===== src/rtl/vdp2_showahead_fifo.sv =====
// Show-ahead (first-word-fall-through) FIFO for VDP2 write requests.
// The head word is read asynchronously from the array; RDREQ only pops it.
module vdp2_showahead_fifo #(
    parameter int WIDTH      = 36,
    parameter int DEPTH_LOG2 = 3
) (
    input  logic                  CLK,
    input  logic                  RST,
    input  logic [WIDTH-1:0]      DATA,
    input  logic                  WRREQ,
    input  logic                  RDREQ,
    output logic [WIDTH-1:0]      Q,
    output logic                  EMPTY,
    output logic                  FULL,
    output logic [DEPTH_LOG2:0]   USEDW
);

    localparam int DEPTH = 2 ** DEPTH_LOG2;
    localparam logic [DEPTH_LOG2-1:0] PTR_ONE    = 1;
    localparam logic [DEPTH_LOG2:0]   CNT_ONE    = 1;
    localparam logic [DEPTH_LOG2:0]   CNT_ZERO   = '0;
    localparam logic [DEPTH_LOG2:0]   CNT_FULL   = CNT_ONE << DEPTH_LOG2;

    logic [WIDTH-1:0]      mem [DEPTH];
    logic [DEPTH_LOG2-1:0] wr_ptr;
    logic [DEPTH_LOG2-1:0] rd_ptr;
    logic [DEPTH_LOG2:0]   count;
    logic                  rd_en;
    logic                  wr_en;

    assign EMPTY = (count == CNT_ZERO);
    assign FULL  = (count == CNT_FULL);
    assign USEDW = count;
    assign Q     = mem[rd_ptr];

    // A pop on a full FIFO frees the head slot in the same edge, so the write may proceed.
    assign rd_en = RDREQ & ~EMPTY;
    assign wr_en = WRREQ & (~FULL | rd_en);

    always_ff @(posedge CLK) begin
        if (wr_en) begin
            mem[wr_ptr] <= DATA;
        end
    end

    always_ff @(posedge CLK or posedge RST) begin
        if (RST) begin
            wr_ptr <= '0;
            rd_ptr <= '0;
            count  <= '0;
        end else begin
            if (wr_en) begin
                wr_ptr <= wr_ptr + PTR_ONE;
            end
            if (rd_en) begin
                rd_ptr <= rd_ptr + PTR_ONE;
            end
            if (wr_en && !rd_en) begin
                count <= count + CNT_ONE;
            end else if (rd_en && !wr_en) begin
                count <= count - CNT_ONE;
            end
        end
    end

endmodule


===== config.mk =====
export PLATFORM = sky130hd
export DESIGN_NAME = vdp2_showahead_fifo
export DESIGN_NICKNAME = d
export VERILOG_FILES = /design/src/rtl/vdp2_showahead_fifo.sv
export SDC_FILE = /design/constraint.sdc
export NUM_CORES = 1
export LEC_CHECK = 0
export CELL_PAD_IN_SITES_DETAIL_PLACEMENT = 0
export CELL_PAD_IN_SITES_GLOBAL_PLACEMENT = 1
export CORE_MARGIN = 3
export CORE_UTILIZATION = 40
export DETAILED_ROUTE_END_ITERATION = 8
export PLACE_DENSITY = 0.65
export SLEW_MARGIN = 20
export SYNTH_ARGS = -nofsm -noshare
export SYNTH_HDL_FRONTEND = slang
export SYNTH_SLANG_ARGS = --single-unit

===== constraint.sdc =====
create_clock -name CLK -period 4.95 [get_ports CLK]
set_input_delay 0.99 -clock CLK [delete_from_list [all_inputs] [get_ports CLK]]
set_output_delay 0.99 -clock CLK [all_outputs]
set_load 0.03 [all_outputs]

# == After elaboration in Yosys (flattened, before gate mapping) ==
# Memory sizes are Yosys's and may differ from the RTL's.
# Index checks and enable logic that the tools add are counted.
# Widths: inputs -> output; s select.
# totals
ff_bits,10
ram_bits,288
inputBits,40
output_inout_bits,42
wordCells,24
mem_count,1
# memory_table
memory,words,word_bits,rd,rd_clocked_by_memory_dff,wr,line,source
mem,8,36,1,0,1,24,logic [WIDTH-1:0] mem [DEPTH];
# classes
n_addsub,4
n_eq_ne,1
n_mux,4
n_bitwise,5
reduce_logical,6
# op_table
operator,n
$mux 4,2
$add 3x1->3 const B,2
$add 4x1->4 const B,1
$eq 4x4->1 const B,1
$logic_not 4->1,1
$sub 4x1->4 const B,1
$and 1x1->1,2
$logic_and 1x1->1,2
$logic_not 1->1,2
$mux 1,2
$not 1->1,2
$reduce_bool 2->1,1
$or 1x1->1,1

# == Depth between registers and ports, before layout ==
# logic_depth
word_depth,9
mapped_depth,9
depth_no_buf,9

# == Worst setup path after synthesis ==
# OpenSTA, ideal clock, no wires.
# synth_timing
path_kind,input-to-reg
from,input port RDREQ
to,"memory mem[0][0], enable pin"
setup_time_ns,0.519
t_arrival_ns,4.521
required_time_ns,4.431
setup_slack_ns,-0.090
path_stages,2
path_buffers,0
cell_sequence,o21ai_4 > nor4_1
# synth_between
elab_chain_cells,5
# synth_lines
item,line,source
start: declaration,11,"input logic RDREQ,"
$and 1x1->1,37,assign rd_en = RDREQ & ~EMPTY;
$or 1x1->1,38,assign wr_en = WRREQ & (~FULL | rd_en);
$and 1x1->1,38,
$mux 1,41,if (wr_en) begin
$mux 1 (implied by the code),42,mem[wr_ptr] <= DATA;
end: declaration,24,
# No other way between the ends.

# == Worst setup path after layout ==
# layout_timing
from,register rd_ptr[0]
to,output port Q[22]
# layout_between
elab_chain_cells,1
# layout_lines
item,line,source
start: declaration,26,logic [DEPTH_LOG2-1:0] rd_ptr;
start signal: assignment,56,rd_ptr <= rd_ptr + PTR_ONE;
$mem_v2 8x36,n/a,
end: declaration,12,"output logic [WIDTH-1:0] Q,"
# No other way between the ends.

==> summary.md <==
| Metric | Value |
|---|---|
| Fin. max-slew vios | `0` |
| Clock Latency Late Sink | `0.54 ns` |
| Cell taking the most area after synthesis | `edfxtp_1` |
| Hold EP | `USEDW[2]` |
| DR WL/cell | `22.6 um` |
| Critical path, cell by cell | `buf_4, mux4_2, mux2_2, clkdlybuf4s50_1` |
| GR Overflow Total | `0` |
| Startpoint Class | `flip-flop` |
| Final Critical Period | `4.32 ns` |
| # rows | `a little over 60` |
| Placed Instances | `935` |
| Max VDD drop | `0.000341 V` |
| Area contributors post-synth | `edfxtp_1, mux4_2, mux2_2` |
| Number of remaining DRC errors | `0` |
| Boundary pin count | `82` |
| Synth Area in XOR/XNOR | `0.00458` |
| Worst Skew | `0.0136 ns` |
| Global routing's busiest layer | `met2` |
| Hold Buf Count CTS | `0` |
| Post-Synth Simple-Gate Area | `0.0111` |
| Drt total wl | `22,400 um` |
| FF+latch area | `between 8000 and 9000 sq um` |
| Core Box Area | `28,000 sq um` |
| Synthesis-to-layout area growth | `20.3%` |
| CTS Sinks | `298` |
| Max clock buf depth | `3` |
| Netlist cell types | `34` |
| Worst reg2reg setup slack | `1.96 ns` |
| Worst hold path type | `reg2reg` |
| Post-Syn Area per Cell | `between 20 and 25 sq um` |
| WHS Path Cells | `2` |
| Pwr/cell area | `625 nW/um^2` |
| Crit path capture type | `primary output` |
| Setup TNS | `0 ns` |
| Share of layout cells above drive strength 1 | `0.306` |
| Final hold violation count | `0` |
| Synthesized netlist cell count | `479` |
| FF+latch count, synth | `about 300` |
| FF-to-FF Start | `USEDW[0]` |
| Crit path DAT | `3.33 ns` |
| Initial antenna violation count | `2` |
| GRT met3 Usage | `0.0305` |
| Commonest cells after routing, fill and taps aside | `edfxtp_1, clkdlybuf4s50_1, mux4_2` |
| CTS buffer count | `30` |
| Critical path class | `reg2out` |
| Vias per cell | `5.17` |
| Post-synthesis mux area share | `0.181` |
| Yosys warnings | `0` |
| LEAKAGE | `~4.4 nW` |
| CTS tree | `built` |
| # diodes | `0` |
| Sequential cell area fraction in the yosys report | `0.775` |
| Synth top area share | `0.754` |
| Largest net degree at the start of global routing | `75` |
| First-pass iteration count of the detailed router | `4` |
| Slowest cell delay on critical path | `0.87 ns` |
| Outcome | `complete, no violations` |
| Setup violators final | `0` |
| Non-filler cells in the finished layout | `990` |
| Die ar. | `just over 30,000 sq um` |
| Layout net count | `636` |
| Die Y | `175 um` |
| Post-Synth Adder-Cell Area | `0.00720` |
| Vias post-DR | `5,117` |
| Reg2Reg Depth | `9` |
| IO buf count | `81` |
| Synthesized cell area | `11,500 sq um` |
| First-pass GRT wire length | `33,800 um` |
| Setup repair bufs after CTS | `0` |
| Largest family of logic cells by synthesized area | `multiplexers` |
| Post_cts resized | `0` |
| R2R Path End | `USEDW[3]` |
| Initial core utilization | `0.410` |
| Met1 usage | `0.201` |
| H-tree depth | `1` |
| Tightest Pin Transition | `~0.85 ns` |
| Synth Area in Compound Gates | `0.00720` |
| Critical-path top delay cell | `dfrtp_4` |
| Commonest non-fill, non-tap cell in the layout | `edfxtp_1` |
| FMAX | `232 MHz` |
| Number of global-route vias before repair | `between 5,000 and 6,000` |
| Slew headroom | `0.434` |
| Hold path startpoint | `USEDW[2]` |
| Initial DRC count | `around 320` |
| Die X | `175 um` |
| Met2 Usage GRT | `0.241` |
| Multi-input gate area | `2480 sq um` |
| Final worst-path cycle share | `0.872` |
| CP Data Required Time | `3.96 ns` |
| Syn_nets | `~530` |
| Crit path max fanout | `33` |
| CTS Root Cell | `clkbuf_16` |
| GR Util All Layers | `0.146` |
| Clk slew on worst S/H paths | `0.06 ns` |
| Fillers | `2,266` |
| Antenna Nets Post-Route | `0` |
| GP Congestion | `0.687` |
| RSZ-0062 raised after global routing | `no` |
| Post-DP HPWL | `12,500 um` |
| Max-cap violation count | `0` |
==> power breakdown <==
part	internal, W	leakage (nW)	switching [W]
Sequential	0.00318	2.73	0.000307
Combinational	0.00148	1.20	0.00154
Clock	0.00123	0.457	0.000896
Total	0.00590	4.39	0.00274
==> final cells by class <==
type / instances / area share
clock buffers: 33 / 0.0567
flip-flops and latches: 298 / 0.645
clock inverters: 21 / 0.0110
repair buffers: 100 / 0.0723
well taps: 378 / 0.0342
inverters: 5 / 0.00136
multi-input cells: 155 / 0.179
==> sequential cells by signal, summed over array words and instances (netlist names) <==
signal	cells
USEDW	4
mem	288
rd_ptr	3
wr_ptr	3
==> synthesized netlist by cell type, drive strengths merged <==
| library cell | instances |
|---|---|
| xor2 | 1 |
| nand3 | 1 |
| mux2 | 39 |
| buf | 10 |
| edfxtp | 288 |
| o21ai | 2 |
| o41ai | 1 |
| a21o | 1 |
| o221ai | 1 |
| nand2b | 2 |
| nand2 | 2 |
| nor2 | 4 |
| or4b | 1 |
| mux4 | 72 |
| fa | 1 |
| mux2i | 1 |
| a211o | 1 |
| inv | 5 |
| dfrtp | 10 |
| xnor2 | 5 |
| o211ai | 2 |
| nor3 | 4 |
| a21oi | 1 |
| or4 | 1 |
| nor4 | 2 |
| ha | 5 |
| clkbuf | 11 |
| or3 | 3 |
| nand3b | 2 |
==> worst max-delay path: cells and delay by family (launching register included) <==
family	cells	cell delay [ns]
buf+inv	2	1.04
mux	2	0.84
flops	1	0.87
==> worst max-delay path by stage <==
stage	startpoint	end	slack, ns
3_3_place_gp	rd_ptr[0]	Q[23]	1.15
4_1_cts	rd_ptr[0]	Q[22]	0.52
5_1_grt	rd_ptr[0]	Q[22]	0.41
6_report	rd_ptr[0]	Q[22]	0.63
2_1_floorplan	RDREQ	mem[1][0]	0.85
3_5_place_dp	rd_ptr[0]	Q[29]	1.12
==> routing by layer <==
metal | part of all wire | vias up
met5 | 0.0015 | -
met4 | 0.015 | 4
met3 | 0.051 | 35
met2 | 0.50 | 119
met1 | 0.43 | 2701
li1 | - | 2258
==> logic make-up (layout without fill, tap and decap cells) <==
logic type | Yosys count | count (layout)
muxes | 112 | 112
adders and majority gates | 6 | 6
and+or+nand+nor | 22 | 22
xor gates and xnor gates | 6 | 6
DFF | 298 | 298
buffers and inverters | 26 | 159
AOI/OAI and AO/OA | 9 | 9
==> stage by stage <==
stage                     area (sq um)  worst slack [ns]  power, W   util  hold WS [ns]
after global placement           12800              1.15   0.00656  0.459         0.607
after floorplan                  11500             0.848   0.00552      -         0.535
after detailed placement         12800              1.12   0.00660  0.459         0.631
final                            13800             0.631   0.00864  0.493         0.649
after CTS                        13800             0.518   0.00876  0.492         0.645
after global routing             13800             0.411   0.00905  0.493         0.680
Power figures use the tool's default switching activity.
